--- config.mk ---
export PLATFORM = sky130hd
export DESIGN_NAME = glenn_scan_sequencer
export DESIGN_NICKNAME = d
export VERILOG_FILES = /design/src/rtl/glenn_scan_sequencer.sv
export SDC_FILE = /design/constraint.sdc
export NUM_CORES = 1
export LEC_CHECK = 0
export CORE_ASPECT_RATIO = 1.2
export CORE_MARGIN = 2
export CORE_UTILIZATION = 45
export DETAILED_ROUTE_END_ITERATION = 16
export GPL_TIMING_DRIVEN = 0
export PLACE_DENSITY = 0.74
export REMOVE_ABC_BUFFERS = 1
export SLEW_MARGIN = 20
export SYNTH_ARGS = -nofsm -noshare
export SYNTH_HDL_FRONTEND = slang
export SYNTH_SLANG_ARGS = --single-unit
--- constraint.sdc ---
create_clock -name clk -period 10.2 [get_ports clk]
set_clock_uncertainty 0.1 [all_clocks]
set_input_delay 2.04 -clock clk [delete_from_list [all_inputs] [get_ports clk]]
set_output_delay 2.04 -clock clk [all_outputs]
set_load 0.05 [all_outputs]
--- src/rtl/glenn_scan_sequencer.sv ---
// Scan sequencer driving a 3-to-8 decoder: steps sel/en through the channels
// enabled in a latched mask, with a programmable dwell and a one-cycle gap between channels.
module glenn_scan_sequencer #(
   parameter int unsigned DWELL_W = 8
) (
   input  logic               clk,
   input  logic               rst,
   input  logic               start,
   input  logic               stop,
   input  logic               continuous,
   input  logic [DWELL_W-1:0] dwell,
   input  logic [7:0]         ch_mask,
   output logic [2:0]         sel,
   output logic               en,
   output logic               busy,
   output logic               done,
   output logic               wrap
);

   typedef enum logic [1:0] {
      S_IDLE,
      S_DWELL,
      S_GAP
   } state_t;

   state_t             state_q, state_d;
   logic [2:0]         sel_q, sel_d;
   logic               en_q, en_d;
   logic               busy_q, busy_d;
   logic               done_q, done_d;
   logic               wrap_q, wrap_d;
   logic [7:0]         mask_q, mask_d;
   logic [DWELL_W-1:0] dwell_q, dwell_d;
   logic               cont_q, cont_d;
   logic [DWELL_W-1:0] cnt_q, cnt_d;

   logic [DWELL_W-1:0] dwell_eff;
   logic [2:0]         first_idx;
   logic               first_found;
   logic [2:0]         next_idx;
   logic               next_found;
   logic [2:0]         cand;

   assign dwell_eff = (dwell == '0) ? DWELL_W'(1) : dwell;

   // Lowest set bit of the incoming mask, and next set latched bit above sel (wrapping).
   always_comb begin
      first_idx   = '0;
      first_found = 1'b0;
      for (int unsigned i = 0; i < 8; i++) begin
         if (!first_found && ch_mask[i]) begin
            first_idx   = 3'(i);
            first_found = 1'b1;
         end
      end
      next_idx   = sel_q;
      next_found = 1'b0;
      cand       = '0;
      for (int unsigned i = 1; i < 8; i++) begin
         cand = sel_q + 3'(i);
         if (!next_found && mask_q[cand]) begin
            next_idx   = cand;
            next_found = 1'b1;
         end
      end
   end

   always_comb begin
      state_d = state_q;
      sel_d   = sel_q;
      en_d    = en_q;
      done_d  = 1'b0;
      wrap_d  = 1'b0;
      mask_d  = mask_q;
      dwell_d = dwell_q;
      cont_d  = cont_q;
      cnt_d   = cnt_q;
      case (state_q)
         S_IDLE: begin
            en_d = 1'b0;
            if (start) begin
               if (ch_mask != '0) begin
                  mask_d  = ch_mask;
                  dwell_d = dwell_eff;
                  cont_d  = continuous;
                  sel_d   = first_idx;
                  en_d    = 1'b1;
                  cnt_d   = dwell_eff - DWELL_W'(1);
                  state_d = S_DWELL;
               end else begin
                  done_d = 1'b1;
               end
            end
         end
         S_DWELL: begin
            if (stop) begin
               state_d = S_IDLE;
               en_d    = 1'b0;
            end else if (cnt_q == '0) begin
               en_d = 1'b0;
               // A non-increasing next index means the sweep has wrapped.
               if (next_idx <= sel_q) begin
                  if (cont_q) begin
                     state_d = S_GAP;
                     sel_d   = next_idx;
                     wrap_d  = 1'b1;
                  end else begin
                     state_d = S_IDLE;
                     done_d  = 1'b1;
                  end
               end else begin
                  state_d = S_GAP;
                  sel_d   = next_idx;
               end
            end else begin
               cnt_d = cnt_q - DWELL_W'(1);
            end
         end
         S_GAP: begin
            if (stop) begin
               state_d = S_IDLE;
               en_d    = 1'b0;
            end else begin
               state_d = S_DWELL;
               en_d    = 1'b1;
               cnt_d   = dwell_q - DWELL_W'(1);
            end
         end
         default: begin
            state_d = S_IDLE;
            en_d    = 1'b0;
         end
      endcase
      busy_d = (state_d != S_IDLE);
   end

   always_ff @(posedge clk or posedge rst) begin
      if (rst) begin
         state_q <= S_IDLE;
         sel_q   <= '0;
         en_q    <= 1'b0;
         busy_q  <= 1'b0;
         done_q  <= 1'b0;
         wrap_q  <= 1'b0;
         mask_q  <= '0;
         dwell_q <= '0;
         cont_q  <= 1'b0;
         cnt_q   <= '0;
      end else begin
         state_q <= state_d;
         sel_q   <= sel_d;
         en_q    <= en_d;
         busy_q  <= busy_d;
         done_q  <= done_d;
         wrap_q  <= wrap_d;
         mask_q  <= mask_d;
         dwell_q <= dwell_d;
         cont_q  <= cont_d;
         cnt_q   <= cnt_d;
      end
   end

   assign sel  = sel_q;
   assign en   = en_q;
   assign busy = busy_q;
   assign done = done_q;
   assign wrap = wrap_q;

endmodule

# Word-level counts from Yosys, hierarchy flattened
# Cells that the tools add are included.
# totals
regBits	34
word_cells	155
# op_classes
add_sub_neg	10
magnitude_cmp	8
eq_ne	10
muxes	81
n_reduce_logical	36
# ops
cell	count
2-to-1 mux 3 bit	18
2-to-1 mux 8 bit	6
2-to-1 mux 1 bit	38
< comparator 3 x 4 -> 1 bit, second input constant	7
one-hot mux 8 bit (3 select lines)	1
subtractor 8 x 1 -> 8 bit, second input constant	3
binary-select mux 1 bit (select 3 bit)	7
logical NOT 8 bit	2
2-to-1 mux 2 bit	7
logical AND 1 bit	13
logical NOT 1 bit	13
adder 3 bit, second input constant	4
inequality test 2 bit, second input constant	6
AND reduction 6 bit	2
nonzero test 8 bit	1
adder 3 x 2 -> 3 bit, second input constant	2
inequality test 3 bit, second input constant	2
one-hot mux 2 bit (3 select lines)	1
one-hot mux 3 bit (2 select lines)	1
nonzero test 2 bit	2
adder 3 x 1 -> 3 bit, second input constant	1
less-or-equal comparator 3 bit	1
one-hot mux 1 bit (3 select lines)	1
AND reduction 3 bit	1
other kinds (5)	5

# Longest topological paths before layout
# logic_depth
depth_word	28
mapped_depth	18
ltp_nobuf	16

# Least setup slack after synthesis
# No wires, ideal clock.
# synth_timing
path_kind	register to register
start	register sel_q[1] (netlist: sel[1])
end	register sel_q[1] (netlist: sel[1])
setup_ns	0.123
arrival_ns	4.263
required_time_ns	9.977
path_slack_ns	5.714
path_stages_with_launch	18
path_buffers	2
period_less_slack_ns	4.486
path_cell_list	dfrtp_1 > buf_2 > inv_1 > ha_1 > buf_6 > mux4_2 > nor2_1 > and3b_2 > o311ai_1 > a21o_1 > ha_1 > nor2b_1 > o21ai_0 > a32oi_1 > o21ai_0 > a21oi_1 > nand2_1 > o221a_1
# synth_between
elab_chain_cells	27
word_cells_on_any_way	54
# synth_lines
element	line_no	rtl
start, declared	27	logic [2:0] sel_q, sel_d;
start signal, assigned	151	sel_q <= sel_d;
adder 3 x 1 -> 3 bit	60	cand = sel_q + 3'(i);
binary-select mux 1 bit (select 3 bit)	61	if (!next_found && mask_q[cand]) begin
2-to-1 mux 1 bit (not written as such)	61	
2-to-1 mux 1 bit	61	
logical NOT 1 bit	61	
logical AND 1 bit	61	
2-to-1 mux 1 bit	61	
logical NOT 1 bit	61	
(+11 left out)	-	
logical NOT 1 bit	61	
logical AND 1 bit	61	
2-to-1 mux 3 bit	61	
less-or-equal comparator 3 bit or 2-to-1 mux 3 bit (tied branches)	102, 103	
2-to-1 mux 3 bit	102	if (next_idx <= sel_q) begin
2-to-1 mux 3 bit	99	end else if (cnt_q == '0) begin
2-to-1 mux 3 bit	96	if (stop) begin
one-hot mux 3 bit (2 select lines)	78	case (state_q)
# Parallel ways exist; a longest one is shown, timed or not. The select of a mux whose other input is x is not followed.
# A chain may end at the register's enable or synchronous reset.

# Final worst setup path
# Same ends and word-level chain as after synthesis.

==> impl_results.md <==
* Status: completed
* TritonCTS clock tree: yes
* Endpoint class of the critical path: register
* Die span in x at between 70 and 80 um
* Top cells by area, synth: dfrtp_1 (33%), mux2_2 (7.9%), mux4_2 (7.9%)
* IO Count at 28
* # Post-CTS Setup Buffers at 0
* Total Routing Usage GR at 19.2%
* Drt first-iter violations at 70
* Multi-input gate area at between 1500 and 2000 sq um
* CTS buffer count at 5
* Hold Vio Cnt, Final at 0
* Leading area contributor after synthesis: dfrtp_1
* Vias in the first global route at 2071
* Fraction of registers with async set/reset at between 90% and 100%
* Row cnt at 30
* Slew headroom at a little over two fifths
* Crit path max-delay cell type: dfrtp_1
* H-tree depth at 2
* Synthesis-stage register bit count at 34
* Worst skew pair latency at 0.29 ns
* Final net count at around 310
* Routed WL at between 5000 and 6000 um
* Worst hold path type: reg -> reg
* FF+latch area at between 800 and 900 sq um
* # resized after CTS at 0
* Layout area overhead at 15.7%
* Clock-pin slew on the worst setup and hold paths at roughly 0.070 ns
* Post-synth EDFFs at 0
* CTS Buffer Depth at 2
* Most common cell after layout, fill and taps aside: dfrtp_1
* Total Neg Setup Slack at 0 ns
* Tmin final at ~5.3 ns
* Number of unique standard cell types used by synthesis at 59
* Total grt overflow at 0
* Initial Utilization at a little under half
* Max frequency at ~190 MHz
* WP data required at between 10 and 15 ns
* Post-synthesis sequential area ratio at roughly 33%
* Antenna-violating nets left at 0
* Worst Max-Slew Pin Slew at 0.873 ns
* Synth Cell Area at approximately 2600 sq um
* Final setup viols at 0
* Largest net degree at the start of global routing at 35
* First-pass GRT wire length at around 9500 um
* Avg Cell Area, Syn at between 10 and 15 sq um
* Share of cells above drive strength 1 at between 15 and 20%
* Worst-path maximum fanout at 14
* Worst path max stage delay at 0.70 ns
* Chip height at around 87 um
* Number of port buffers at 27
* Die area at roughly 6400 sq um
* First drt pass iteration count at 4
* Hold_buf cts at 0
* Crit Path Category: reg -> reg
* # DRC at 0
* Root Driver: clkbuf_8
* RSZ-0062 raised after global routing: no
* Max-Cap Viols at 0
* Via count at around 2100
* DPL Wire Length at around 4300 um
* Number of vias per cell at ~5.9
* Critical path arrival at roughly 5.3 ns
* Slew Limit Fails at 0
* Post-synth top area share at about a third
* CTS Sinks at 34
* ANT cells at 0
* CP Cell Sequence: inv_1 > ha_1 > mux4_2 > nor2_1 > and3b_2 > o311ai_1 > a21o_1 > ha_1 > nor2b_1 > o21ai_0 > a32oi_1 > o21ai_0 > a21oi_1 > o311ai_0 > o221a_1
* Commonest non-fill, non-tap cells in the layout: dfrtp_1 (34), nand2_1 (28), clkdlybuf4s50_1 (27)
* Gpl congestion at around 0.89
* Synth warn at 0
* Worst setup SP type: register
* Final period util at between 50% and 60%
* Gate count of the mapped netlist at between 200 and 300
* Initial antenna violation count at 0
* Layout fillers at about 510
* DR WL/cell at approximately 16 um
* Core area at roughly 5600 sq um
* Dominant synthesized flop cell: dfrtp_1
[stage by stage]
step                      hold slack, ns  area (sq um)  cells  util, %  setup slack [ns]
after global placement             0.383          2880    339     51.4              5.09
final                              0.385          2980    348     53.3              4.94
after floorplan                    0.339          2530    248        -              5.52
after detailed placement           0.377          2890    340     51.7              5.02
after CTS                          0.388          2980    348     53.3              4.99
after global routing               0.420          2980    348     53.3              4.59
[path summary, 6_finish.rpt]
kind | start | end | slack, ns | depth (start not counted)
setup / recovery | sel[1]$_DFFE_PP0P_ | sel[1]$_DFFE_PP0P_ | 4.94 | 15
hold / removal | cont_q$_DFFE_PP0P_ | done$_DFF_PP0_ | 0.39 | 1
setup reg to reg | sel[1]$_DFFE_PP0P_ | sel[1]$_DFFE_PP0P_ | 4.94 | 15
hold reg to reg | cont_q$_DFFE_PP0P_ | done$_DFF_PP0_ | 0.39 | 1
max in group asynchronous | rst | mask_q[3]$_DFFE_PP0P_ | 7.47 | 2
min in group asynchronous | rst | dwell_q[4]$_DFFE_PP0P_ | 2.08 | 2
[Yosys cell counts, types with 2 or more instances]
library cell and instances:
nand2_1 28, o311ai_1 2, nor3_1 4, inv_1 9, a21oi_1 13, o22ai_1 2, a22oi_1 6, xnor2_1 5
mux2i_1 9, xor2_1 5, a21o_1 2, a22o_1 2, nor2_1 12, mux2_2 18, nand3b_1 5, nor2b_1 4
ha_1 10, o21ai_1 4, buf_2 3, o21a_1 2, o21ai_0 16, a31oi_1 2, nor4_1 3, mux4_2 9
nand3_1 4, dfrtp_1 34, buf_6 2, nand2b_1 5, or2_2 2, o32ai_1 2, clkbuf_1 4, o21bai_1 2
[layer usage]
metal,part of all wire [%],GRT usage [%],up-vias
met5,0,0,-
met4,1.7,6.73,0
met3,2.5,2.78,9
met2,55,34.6,38
met1,41,23.0,998
li1,-,-,1017
[layout make-up]
| class | instances | share of cell area, % |
|---|---|---|
| Multi-Input combinational cell | 203 | 54.9 |
| Timing Repair Buffer | 28 | 9.44 |
| Tap cell | 64 | 2.68 |
| Clock inverter | 1 | 0.168 |
| Inverter | 11 | 1.38 |
| Sequential cell | 34 | 28.5 |
| Clock buffer | 7 | 2.89 |
[critical path: cells and delay by family (launching register included)]
family / cells / cell delay, ns
simple gates: 3 / 0.74
fa+ha+maj: 2 / 0.91
buf+inv: 1 / 0.21
flops: 1 / 0.70
mux: 1 / 0.70
compound gates: 8 / 1.79
[cells by family after synthesis]
family | share of synthesized area, %
AND/OR/NAND/NOR | 16.0
AO/OA/AOI/OAI | 17.0
multiplexers | 22.1
flip-flops | 33.0
buffers and inverters | 3.64
XOR/XNOR | 3.40
adder cells (fa/ha/maj) | 4.85
[state kept, by name, summed over array words and instances (netlist names)]
signal   count
en           1
sel          3
done         1
state_q      2
mask_q       8
cnt_q        8
cont_q       1
busy         1
dwell_q      8
wrap         1
Power is not shown: default switching activity piles up to over one toggle a cycle in this logic, so the estimate is an artifact.
